File: src/rtl/dm.sv
// Shared debug-module types for the DMI path between the JTAG DTM and the debug module.
package dm;

  localparam int unsigned DmiOpWidth   = 2;
  localparam int unsigned DmiAddrWidth = 7;
  localparam int unsigned DmiDataWidth = 32;

  typedef enum logic [1:0] {
    DtmNop   = 2'd0,
    DtmRead  = 2'd1,
    DtmWrite = 2'd2
  } dtm_op_e;

  typedef enum logic [1:0] {
    DmiNoError = 2'd0,
    DmiFailed  = 2'd2,
    DmiBusy    = 2'd3
  } dmi_error_e;

  typedef struct packed {
    logic [DmiAddrWidth-1:0] addr;
    dtm_op_e                 op;
    logic [DmiDataWidth-1:0] data;
  } dmi_req_t;

  typedef struct packed {
    logic [DmiDataWidth-1:0] data;
    logic [1:0]              resp;
  } dmi_resp_t;

endpackage

File: src/rtl/dmi_jtag_dr_ctrl.sv
// DMIACCESS data register and DMI transaction controller in the TCK domain.
// Shifts {address, data, op}, launches DMI requests on update and tracks sticky dmistat.
module dmi_jtag_dr_ctrl
  import dm::*;
#(
  parameter int unsigned AddrWidth = DmiAddrWidth,
  parameter int unsigned DataWidth = DmiDataWidth
) (
  input  logic      tck_i,
  input  logic      trst_ni,
  input  logic      test_logic_reset_i,
  input  logic      dmi_access_i,
  input  logic      capture_dr_i,
  input  logic      shift_dr_i,
  input  logic      update_dr_i,
  input  logic      dmi_reset_i,
  input  logic      tdi_i,
  output logic      tdo_o,
  output logic [1:0] dmi_error_o,
  output logic      dmi_req_valid_o,
  input  logic      dmi_req_ready_i,
  output dmi_req_t  dmi_req_o,
  input  logic      dmi_resp_valid_i,
  output logic      dmi_resp_ready_o,
  input  dmi_resp_t dmi_resp_i
);

  localparam int unsigned DrWidth = AddrWidth + DataWidth + DmiOpWidth;

  typedef enum logic [2:0] {
    Idle,
    Read,
    WaitRead,
    Write,
    WaitWrite
  } state_e;

  state_e                 state_q, state_d;
  logic [DrWidth-1:0]     dr_q, dr_d;
  logic [AddrWidth-1:0]   address_q, address_d;
  logic [DataWidth-1:0]   data_q, data_d;
  logic [1:0]             error_q, error_d;

  logic capture_fire, shift_fire, update_fire, resp_fire;

  assign capture_fire = dmi_access_i & capture_dr_i;
  assign shift_fire   = dmi_access_i & shift_dr_i;
  assign update_fire  = dmi_access_i & update_dr_i;
  assign resp_fire    = dmi_resp_ready_o & dmi_resp_valid_i;

  // A new transaction only starts from Idle with no pending sticky error.
  always_comb begin
    state_d          = state_q;
    dmi_req_valid_o  = 1'b0;
    dmi_resp_ready_o = 1'b0;
    unique case (state_q)
      Idle: begin
        if (update_fire && (error_q == 2'(DmiNoError))) begin
          if (dr_q[1:0] == 2'(DtmRead)) begin
            state_d = Read;
          end else if (dr_q[1:0] == 2'(DtmWrite)) begin
            state_d = Write;
          end
        end
      end
      Read: begin
        dmi_req_valid_o = 1'b1;
        if (dmi_req_ready_i) state_d = WaitRead;
      end
      Write: begin
        dmi_req_valid_o = 1'b1;
        if (dmi_req_ready_i) state_d = WaitWrite;
      end
      WaitRead, WaitWrite: begin
        dmi_resp_ready_o = 1'b1;
        if (dmi_resp_valid_i) state_d = Idle;
      end
      default: state_d = Idle;
    endcase
  end

  // The dmireset clear comes first so a busy/failed event in the same cycle wins.
  always_comb begin
    dr_d      = dr_q;
    address_d = address_q;
    data_d    = data_q;
    error_d   = error_q;

    if (dmi_reset_i) error_d = 2'(DmiNoError);

    if (capture_fire) begin
      dr_d = {address_q, data_q, error_q};
      if (state_q != Idle) begin
        dr_d[1:0] = 2'(DmiBusy);
        error_d   = 2'(DmiBusy);
      end
    end else if (shift_fire) begin
      dr_d = {tdi_i, dr_q[DrWidth-1:1]};
    end else if (update_fire && (error_q == 2'(DmiNoError))) begin
      if (state_q != Idle) begin
        error_d = 2'(DmiBusy);
      end else begin
        address_d = dr_q[DrWidth-1 -: AddrWidth];
        data_d    = dr_q[DmiOpWidth +: DataWidth];
      end
    end

    if (resp_fire) begin
      if (state_q == WaitRead) data_d = dmi_resp_i.data;
      if (dmi_resp_i.resp != 2'(DmiNoError)) error_d = dmi_resp_i.resp;
    end

    if (test_logic_reset_i) begin
      dr_d      = '0;
      address_d = '0;
      data_d    = '0;
      error_d   = 2'(DmiNoError);
    end
  end

  always_ff @(posedge tck_i or negedge trst_ni) begin
    if (!trst_ni) begin
      state_q   <= Idle;
      dr_q      <= '0;
      address_q <= '0;
      data_q    <= '0;
      error_q   <= 2'(DmiNoError);
    end else begin
      state_q   <= state_d;
      dr_q      <= dr_d;
      address_q <= address_d;
      data_q    <= data_d;
      error_q   <= error_d;
    end
  end

  always_comb begin
    dmi_req_o      = '0;
    dmi_req_o.addr = address_q;
    dmi_req_o.data = data_q;
    if (state_q == Read || state_q == WaitRead) begin
      dmi_req_o.op = DtmRead;
    end else if (state_q == Write || state_q == WaitWrite) begin
      dmi_req_o.op = DtmWrite;
    end else begin
      dmi_req_o.op = DtmNop;
    end
  end

  assign tdo_o       = dr_q[0];
  assign dmi_error_o = error_q;

endmodule

File: config.mk
export PLATFORM = sky130hd
export DESIGN_NAME = dmi_jtag_dr_ctrl
export DESIGN_NICKNAME = d
export VERILOG_FILES = /design/src/rtl/dm.sv /design/src/rtl/dmi_jtag_dr_ctrl.sv
export SDC_FILE = /design/constraint.sdc
export NUM_CORES = 1
export LEC_CHECK = 0
export ABC_AREA = 1
export BUFFER_PORTS_ARGS = -buffer_cell sky130_fd_sc_hd__clkbuf_2
export CORE_MARGIN = 3
export CORE_UTILIZATION = 40
export CTS_BUF_LIST = sky130_fd_sc_hd__clkbuf_16
export CTS_CLUSTER_DIAMETER = 150
export DETAILED_ROUTE_END_ITERATION = 16
export GPL_ROUTABILITY_DRIVEN = 0
export PLACE_DENSITY = 0.61
export SLEW_MARGIN = 10
export SYNTH_ARGS = -nofsm -noshare
export SYNTH_HDL_FRONTEND = slang
export SYNTH_SLANG_ARGS = --single-unit
export TNS_END_PERCENT = 20
File: constraint.sdc
create_clock -name tck_i -period 2 [get_ports tck_i]
set_input_delay 0.4 -clock tck_i [delete_from_list [all_inputs] [get_ports tck_i]]
set_output_delay 0.4 -clock tck_i [all_outputs]
set_load 0.02 [all_outputs]
# [After elaboration in Yosys (flattened, before gate mapping)]
# Index checks and enable logic that the tools add are counted.
[op_classes] n_bitwise=4 n_reduce_logical=13 n_eq_ne=14 n_mux=35
[ops] cell="$mux W32" n=7
[ops] cell="$mux W41" n=3
[ops] cell="$mux W7" n=5
[ops] cell="$mux W2" n=11
[ops] cell="$mux W3" n=6
[ops] cell="$ne A2 B2 Y1 const B" n=7
[ops] cell="$pmux W3 S4" n=1
[ops] cell="$eq A3 B2 Y1 const B" n=2
[ops] cell="$reduce_bool A3 Y1" n=2
[ops] cell="$reduce_and A5 Y1" n=1
[ops] cell="$and A1 B1 Y1" n=4
[ops] cell="$reduce_and A4 Y1" n=1
[ops] cell="$reduce_bool A2 Y1" n=2
[ops] cell="$reduce_or A2 Y1" n=2
[ops] cell="$eq A3 B1 Y1 const B" n=1
[ops] cell="$eq A3 B3 Y1 const B" n=1
[ops] cell="$logic_not A3 Y1" n=1
[ops] cell="$ne A3 B3 Y1 const B" n=1
[ops] cell="$eq A2 B1 Y1 const B" n=1
[ops] cell="$eq A2 B2 Y1 const B" n=1
[ops] cell="$logic_not A2 Y1" n=1
[ops] cell="$logic_or A1 B1 Y1" n=2
[ops] cell="$mux W1" n=2
[ops] cell="$logic_and A1 B1 Y1" n=1
[word_totals] reg_bits=85 output_inout_bits=46 input_bits=45 wordCells=71

# [Longest topological paths before layout]
# Gate-level depths: netlist of the first run.
[logic_depth] depth_word=8 ltp_mapped=11 ltp_nobuf=9

# [Worst setup path before layout of the first run]
# No wires, ideal clock.
[synth_timing] path_type="reg2out" from="reg state_q[1]" to="out dmi_resp_ready_o" t_arrival_ns=1.220 path_buffers=1 stages_incl_launch_ff=5 t_required_ns=1.600 slack_ns=0.380 cell_sequence="dfrtp_1 buf_6 o21ai_0 inv_1 a21oi_1"
[synth_via] elab_chain_len=3 word_cells_on_any_way=4 cone_classes="eq/ne (2); mux (1); reduce/logical (1)"
[synth_rtl] item="start: declaration" line="dmi_jtag_dr_ctrl.sv:38" rtl="state_e state_q, state_d;"
[synth_rtl] item="start signal: assignment" line="dmi_jtag_dr_ctrl.sv:123" rtl="state_q <= Idle;"
[synth_rtl] item="start signal: assignment" line="dmi_jtag_dr_ctrl.sv:129" rtl="state_q <= state_d;"
[synth_rtl] item="$eq A3 B2 Y1 / $eq A3 B3 Y1 (equally long branches)" line="dmi_jtag_dr_ctrl.sv:56" rtl="unique case (state_q)"
[synth_rtl] item="$reduce_or A2 Y1 *" line="dmi_jtag_dr_ctrl.sv:56"
[synth_rtl] item="$mux W1 *" line="dmi_jtag_dr_ctrl.sv:56"
[synth_rtl] item="end: declaration" line="dmi_jtag_dr_ctrl.sv:24" rtl="output logic dmi_resp_ready_o,"
# Mark *: on every way between the ends. The rest lies on a longest branch, timed or not.

# [Worst setup path in the final report of the first run]
# Ends and elaborated chain as after synthesis.

==> results of run 1 <==
## synthesized netlist by cell type (all sizes together) (5+ instances only)
library cell    n  share of area
inv           113          0.094
a22oi           5         0.0083
nand3          74          0.082
dfrtp          85           0.47
nand4           5         0.0083
nand2         161           0.14
buf            13          0.020
o21ai         116           0.13
clkbuf         23          0.019
nor2           10          0.014
a21oi           9         0.0099
## cell type report
cell class / count / share of cell area
clock buffer: 9 / 0.0407
clock inverter: 6 / 0.0231
inverter: 113 / 0.0766
multi-input combinational: 386 / 0.329
sequential: 85 / 0.384
tap: 140 / 0.0316
timing repair buffer: 106 / 0.115
## layout by cell type (no fill, tap or decap), types with 2 or more instances in the layout
| cell | instances |
|---|---|
| nand4_1 | 4 |
| nand2_2 | 2 |
| a22oi_1 | 5 |
| a21oi_1 | 9 |
| inv_1 | 114 |
| buf_4 | 11 |
| nor2_1 | 7 |
| bufinv_16 | 4 |
| buf_12 | 5 |
| nand3_1 | 74 |
| clkbuf_2 | 89 |
| o21ai_0 | 114 |
| clkbuf_16 | 9 |
| nand2_1 | 158 |
| dfrtp_1 | 85 |
| nor2_4 | 2 |
## layer usage
metal	GRT usage	wire length (µm)	vias up
li1	-	-	2120
met1	0.263	5410	1934
met2	0.301	5290	106
met3	0.0280	532	10
met4	0.0801	189	0
met5	0	0	-
## sequential cells by signal, indices dropped and copies added, names as in the netlist
register / count
dr_q: 41
data_q: 32
address_q: 7
state_q: 3
dmi_error_o: 2
## cells by family after synthesis
| family | Yosys count | synth area share |
|---|---|---|
| fa+ha+maj | 1 | 0.00276 |
| simple gates | 252 | 0.242 |
| buf+inv | 149 | 0.133 |
| compound gates | 133 | 0.152 |
| flops | 85 | 0.470 |
## per-stage QoR
stage | cells | utilization | worst slack, ns | hold slack [ns] | area, µm²
6_report | 845 | 0.506 | 0.142 | 0.304 | 5540
2_1_floorplan | 620 | - | 0.380 | 0.104 | 4530
4_1_cts | 845 | 0.506 | 0.0658 | 0.296 | 5530
5_1_grt | 845 | 0.506 | 0.0413 | 0.300 | 5540
3_5_place_dp | 829 | 0.473 | 0.286 | 0.299 | 5170
3_3_place_gp | 829 | 0.473 | 0.304 | 0.298 | 5170
## power breakdown
group          internal, µW  switching [µW]  leakage, µW
combinational           617            1220      0.00169
clock                  1330             664     0.000174
sequential             1970             237      0.00117
total                  3910            2120      0.00303
## how the worst min path moves through the flow
stage / end / slack, ns / cells past startpoint
2_1_floorplan: address_q[0]$_DFFE_PN0P_ / 0.10 / 0
3_3_place_gp: state_q[2]$_DFFE_PN0P_ / 0.30 / 1
3_5_place_dp: state_q[2]$_DFFE_PN0P_ / 0.30 / 1
4_1_cts: dmi_error_o[0]$_DFF_PN0_ / 0.30 / 2
5_1_grt: dmi_error_o[1]$_DFF_PN0_ / 0.30 / 2
6_report: dmi_error_o[0]$_DFF_PN0_ / 0.30 / 2
## repair_timing
item                       4_1_cts  5_1_grt
gates resized for setup          1        1
buffers inserted                 0        0
hold endpoints to repair        15        0
gates cloned                     0        0
hold buffers                     1        0
setup endpoints to repair        2        1
==> summary.txt, run 1 <==
Number of port buffers -> 90
Worst Tran Pin Value -> 0.345 ns
Via count -> 4170
Clock buffer depth -> 2
1st-iter DRT viols -> 189
DP HPWL -> 7.79 mm
IO Pins -> 91
Clk sinks -> 85
Die area -> 12600 µm²
Num CTS Buffers -> 9
Post-Syn Instances -> 620
Vias in the first global route -> 4162
Min Tclk post-route -> 1.86 ns
Sequential fraction of the synthesis area -> 0.470
Clk_lat worst skew -> 0.34 ns
Pin count of the biggest net entering global routing -> 65
CP Capture Point -> dmi_resp_ready_o
Max Fclk -> 538 MHz
Register area -> 2130 µm²
Average wire per standard cell -> 13.5 µm
FP Rows -> 38
Reg2reg end -> address_q[0]$_DFFE_PN0P_
Final hold vios -> 0
Worst-path clk slew -> 0.06 ns
Critical path capture point type -> output pin
Clock root cell -> clkbuf_16
Fin nets -> 747
1st-pass router iterations -> 7
Req. time, crit path -> 1.60 ns
Most used DFF post-synth -> dfrtp_1
Largest delay share family, worst path -> flip-flops
Layout area overhead -> 22.3%
Slowest CP cell -> dfrtp_1
Synth Cell Area -> 4530 µm²
CTS H-Tree Depth -> 3
Initial core utilization -> 0.414
Yosys cell types -> 26
Post-Route Skew -> 0.0114 ns
Reg2Reg Launch Point -> state_q[1]$_DFFE_PN0P_
Lkg Pwr -> 0.00303 µW
Crit-path max FO -> 8
CTS tree -> done
R2R depth -> 6
Status -> completed
Setup violators final -> 0
DR vias/cell -> 4.93
Worst hold path class -> primary input to register
Power Density -> 1090 nW/µm²
Avg Cell Area, Syn -> 7.30 µm²
Drt drc -> 0
Setup CP Type -> register to output pin
Max Cap Viol -> 0
CP Depth -> 4
Buf/Inv on CP -> 2
Multi-input logic area -> 1820 µm²
Final Routed Wirelength -> 11.4 mm
Die Ht -> 112 µm
First-pass GRT wire length -> 19.8 mm
Synth warnings -> 0
Worst setup SP type -> register
Hold Startpoint -> test_logic_reset_i
Syn Nets -> 666
Tot Pwr -> 6040 µW
Layout cell share with drive strength beyond 1 -> 0.182
FILL cells -> 1100
Register bit total from synthesis -> 85
Slew HR -> 0.770
Crit-path cells -> o21ai_2 > inv_1 > a21oi_1 > clkbuf_2
Number of flops mapped to enable cells by yosys -> 0
Slew Viols, Final -> 0
Crit share post-route -> 0.929
Unrepaired setup endpoints after global routing -> false
Antenna violation net count after detailed routing -> 0
Initial antenna violation count -> 0
Worst reg-to-reg setup slack -> 0.36 ns
Core ar. -> 10900 µm²
Worst Setup SP -> state_q[1]$_DFFE_PN0P_
Maximum vdd drop -> 577 µV
Ant. Diodes -> 0
CP arrival -> 1.46 ns
Ys async rst share -> 1.00
Global route overflow -> 0
Die Span X -> 112 µm
Slowest Stage Delay on Critical Path -> 0.50 ns
Final setup TNS -> 0 ns
Gr usage total -> 0.190
No activity file was read; power rests on OpenSTA's default activity.
==> inputs of run 2 (changes only) <==
- SLEW_MARGIN: 10 -> 15
- clock period: 2 -> 2.1 ns (I/O delays scaled with it)
==> summary.txt, run 2 (synthesized netlist as in run 1, its figures left out) <==
Status -> completed
Via count -> 4164
Reg with most FFs -> dr_q
R2R depth -> 9
Core ar. -> 10900 µm²
Min Tclk post-route -> 1.92 ns
Slew Viols, Final -> 0
Max Cap Viol -> 0
Antenna violation net count after detailed routing -> 0
Final Routed Wirelength -> 11.3 mm
Reg2Reg Launch Point -> state_q[2]$_DFFE_PN0P_
Worst setup SP type -> register
Layout area overhead -> 20.1%
IO Pins -> 91
Setup CP Type -> register to output pin
Top routing layer used -> met4
Vias in the first global route -> 4148
Worst-path clk slew -> 0.06 ns
Layout cell share with drive strength beyond 1 -> 0.180
Crit share post-route -> 0.916
FP Rows -> 38
1st-pass router iterations -> 6
Commonest non-fill, non-tap cells in the layout -> nand2_1 (158), o21ai_0 (114), inv_1 (113)
Clk_lat worst skew -> 0.34 ns
Die area -> 12600 µm²
Critical path capture point type -> output pin
Setup violators final -> 0
Hold Buf Count CTS -> 0
Post-place instance area -> 5160 µm²
Worst Setup SP -> state_q[1]$_DFFE_PN0P_
Die Ht -> 112 µm
Crit-path max FO -> 8
CTS tree -> done
Clock buffer depth -> 2
Max Fclk -> 520 MHz
Commonest non-fill, non-tap cell in the layout -> nand2_1
Ant. Diodes -> 0
Slowest Stage Delay on Critical Path -> 0.48 ns
Crit-path cells -> o21ai_1 > inv_1 > a21oi_1 > clkbuf_2
Global route overflow -> 0
Clock root cell -> clkbuf_16
Maximum vdd drop -> 592 µV
Die Span X -> 112 µm
Initial antenna violation count -> 0
CTS H-Tree Depth -> 3
Pin count of the biggest net entering global routing -> 86
Num CTS Buffers -> 9
Lkg Pwr -> 0.00298 µW
Worst Tran Pin Value -> 0.459 ns
Req. time, crit path -> 1.68 ns
DP HPWL -> 7.63 mm
Post-Route Skew -> 0.00576 ns
Largest regs -> dr_q x41, data_q x32, address_q x7
Unrepaired setup endpoints after global routing -> false
Gr usage total -> 0.189
1st-iter DRT viols -> 200
Cell area after layout -> 5440 µm²
Met2 wire length -> 5.29 mm
Clk sinks -> 85
DR vias/cell -> 4.93
Final setup TNS -> 0 ns
Final hold vios -> 0
Number of flip-flops in the largest register -> 41
Slowest CP cell -> dfrtp_1
Drt drc -> 0
Met3 layer wire length in the routed design -> 499 µm
Fin nets -> 746
Initial core utilization -> 0.414
Number of port buffers -> 90
CP arrival -> 1.50 ns
Slew HR -> 0.694
Worst hold path class -> primary input to async pin
M1 WL -> 5.31 mm
Average wire per standard cell -> 13.4 µm
Post-CTS setup buffer count -> 0
Power Density -> 985 nW/µm²
First-pass GRT wire length -> 19.5 mm
-- run 2: area by class of cell --
cell class / count / area, µm²
Clock buffer: 9 / 225
Timing Repair Buffer: 105 / 616
Sequential cell: 85 / 2130
Inverter: 113 / 424
Multi-Input combinational cell: 386 / 1820
Tap cell: 140 / 175
Fill cell: 1151 / 5500
Clock inverter: 6 / 55.1
-- run 2: power breakdown --
part	internal (µW)	switching (µW)	leakage, µW	total (µW)
clock	901	622	0.000136	1520
sequential	1870	225	0.00117	2100
combinational	583	1150	0.00168	1740
total	3360	2000	0.00298	5360
-- run 2: worst max-delay path, delay by kind of cell (launching register included) --
| kind | cells | cell delay (ns) |
|---|---|---|
| AOI/OAI and AO/OA | 2 | 0.41 |
| DFF | 1 | 0.48 |
| buffers and inverters | 2 | 0.27 |
-- run 2: path summary, 6_finish.rpt --
kind	end	slack, ns
max	dmi_resp_ready_o	0.18
min	state_q[2]$_DFFE_PN0P_	0.11
max reg2reg	data_q[30]$_DFF_PN0_	0.45
min reg2reg	dr_q[34]$_DFFE_PN0P_	0.52
max in group asynchronous	data_q[16]$_DFF_PN0_	1.64
min in group tck_i	dmi_error_o[1]$_DFF_PN0_	0.34
-- run 2: routing by layer --
metal | vias up | global-route usage
li1 | 2114 | -
met1 | 1947 | 0.260
met2 | 90 | 0.302
met3 | 13 | 0.0356
met4 | 0 | 0.0617
met5 | - | 0
-- run 2: what timing repair did --
item	CTS	global route
endpoints found under the hold margin	0	0
setup endpoints to repair	0	2
gates resized for setup	0	1
-- run 2: metrics by stage --
stage,utilization,setup WS [ns],hold slack (ns),total power (µW),std cells
after CTS,0.497,0.0559,0.133,5430,844
after floorplan,-,0.460,0.124,3300,620
final,0.497,0.176,0.112,5360,844
after global routing,0.497,0.0719,0.151,5760,844
after detailed placement,0.472,0.271,0.495,3890,829
after global placement,0.472,0.348,0.496,3860,829
==> inputs of run 3 (changes only) <==
- CORE_MARGIN: 3 -> unset
- clock period: 2.1 -> 1.9 ns (I/O delays scaled with it)
==> summary.txt, run 3 (synthesized netlist as in run 1, its figures left out) <==
Multi-input logic area -> 1830 µm²
Worst Tran Pin Value -> 0.362 ns
Average wire per standard cell -> 13.1 µm
Die Ht -> 108 µm
CP arrival -> 1.42 ns
Num CTS Buffers -> 9
Number of flip-flops in the largest register -> 41
Slew Viols, Final -> 0
Max Fclk -> 554 MHz
Fin nets -> 749
Final setup TNS -> 0 ns
Die Span X -> 108 µm
Max Cap Viol -> 0
Initial antenna violation count -> 0
Commonest non-fill, non-tap cell in the layout -> nand2_1
Clk_lat worst skew -> 0.33 ns
Crit share post-route -> 0.950
Slowest CP cell -> dfrtp_2
Final hold vios -> 0
Post-CTS setup buffer count -> 0
Largest regs -> dr_q x41, data_q x32, address_q x7
Register area -> 2130 µm²
Crit-path max FO -> 8
Req. time, crit path -> 1.52 ns
IO Pins -> 91
Clock root cell -> clkbuf_16
Status -> completed
Ant. Diodes -> 0
CTS tree -> done
Drt drc -> 0
Slew HR -> 0.759
Maximum vdd drop -> 636 µV
Number of port buffers -> 90
Via count -> 4110
Slowest Stage Delay on Critical Path -> 0.49 ns
Antenna violation net count after detailed routing -> 0
Worst-path clk slew -> 0.06 ns
DP HPWL -> 7.42 mm
Initial core utilization -> 0.414
First-pass GRT wire length -> 18.7 mm
Layout cell share with drive strength beyond 1 -> 0.185
CTS H-Tree Depth -> 3
FILL cells -> 1113
Setup violators final -> 0
Worst setup SP type -> register
Post-Route Skew -> 0.00591 ns
Setup CP Type -> register to output pin
Clock buffer depth -> 2
DR vias/cell -> 4.85
Lkg Pwr -> 0.00299 µW
Commonest non-fill, non-tap cells in the layout -> nand2_1 (158), inv_1 (114), o21ai_0 (114)
Vias in the first global route -> 3933
Pin count of the biggest net entering global routing -> 65
Layout area overhead -> 20.2%
Min Tclk post-route -> 1.80 ns
Crit-path cells -> o21ai_4 > inv_1 > a21oi_1 > clkbuf_2
Reg with most FFs -> dr_q
1st-iter DRT viols -> 194
Critical path capture point type -> output pin
1st-pass router iterations -> 4
Clk sinks -> 85
Gr usage total -> 0.204
Final Routed Wirelength -> 11.1 mm
Die area -> 11700 µm²
Global route overflow -> 0
Worst hold path class -> primary input to register
Core ar. -> 10900 µm²
FP Rows -> 38
Tot Pwr -> 5830 µW
Power Density -> 1070 nW/µm²
==> run 3: cell types whose count changed in the layout (fill, tap and decap cells not counted) <==
cell           delta
o21ai_1           -1
dfrtp_2           +1
buf_4             +3
inv_1             +1
buf_12            -1
clkinv_2          +1
dlygate4sd3_1     +1
bufinv_16         -1
o21ai_4           +1
dfrtp_1           -1
==> run 3: layout make-up <==
class | count | area share
clock inverters | 7 | 0.00621
clock buffers | 9 | 0.0414
repair buffers | 108 | 0.115
flip-flops and latches | 85 | 0.391
inverters | 113 | 0.0779
well taps | 140 | 0.0322
multi-input cells | 386 | 0.336
==> run 3: stage by stage <==
step                      utilization  area, µm²  instances  worst slack (ns)  hold WS (ns)
after floorplan                     -       4530        620             0.300        0.0844
after global placement          0.472       5160        831             0.290         0.320
after detailed placement        0.472       5160        831             0.202         0.319
after CTS                       0.497       5430        848            0.0375         0.267
after global routing            0.498       5440        848           -0.0187         0.272
final                           0.498       5440        848            0.0957         0.273
==> run 3: final timing paths <==
check / depth (start not counted) / to / slack [ns] / start
setup / recovery: 4 / dmi_resp_ready_o / 0.1 / state_q[1]$_DFFE_PN0P_
hold / removal: 2 / dmi_error_o[0]$_DFF_PN0_ / 0.27 / test_logic_reset_i
setup reg to reg: 6 / address_q[1]$_DFFE_PN0P_ / 0.26 / state_q[2]$_DFFE_PN0P_
hold reg to reg: 2 / dr_q[40]$_DFFE_PN0P_ / 0.51 / dr_q[40]$_DFFE_PN0P_
max in group asynchronous: 3 / dr_q[39]$_DFFE_PN0P_ / 0.86 / trst_ni
min in group asynchronous: 2 / state_q[2]$_DFFE_PN0P_ / 0.51 / trst_ni
==> run 3: critical path: cells and delay by family (launching register included) <==
family	cells	cell delay, ns
buf+inv	2	0.27
compound gates	2	0.33
flops	1	0.49
==> run 3: report_power, final <==
part           switching [µW]  leakage (µW)  internal (µW)
Combinational            1280       0.00169            648
Sequential                254       0.00116           2070
Clock                     710      0.000131            865
==> run 3: repair_timing <==
action                                  in CTS  in global routing
endpoints found under the setup margin       2                  2
endpoints found under the hold margin       21                  0
hold buffers                                 1                  0
gates resized for setup                      2                  2
==> run 3: metal layers <==
layer,global-route usage,up-vias,part of all wire
met2,0.333,100,0.47
met4,0.0705,0,0.014
li1,-,2119,-
met5,0,-,0
met3,0.0271,12,0.046
met1,0.278,1879,0.47
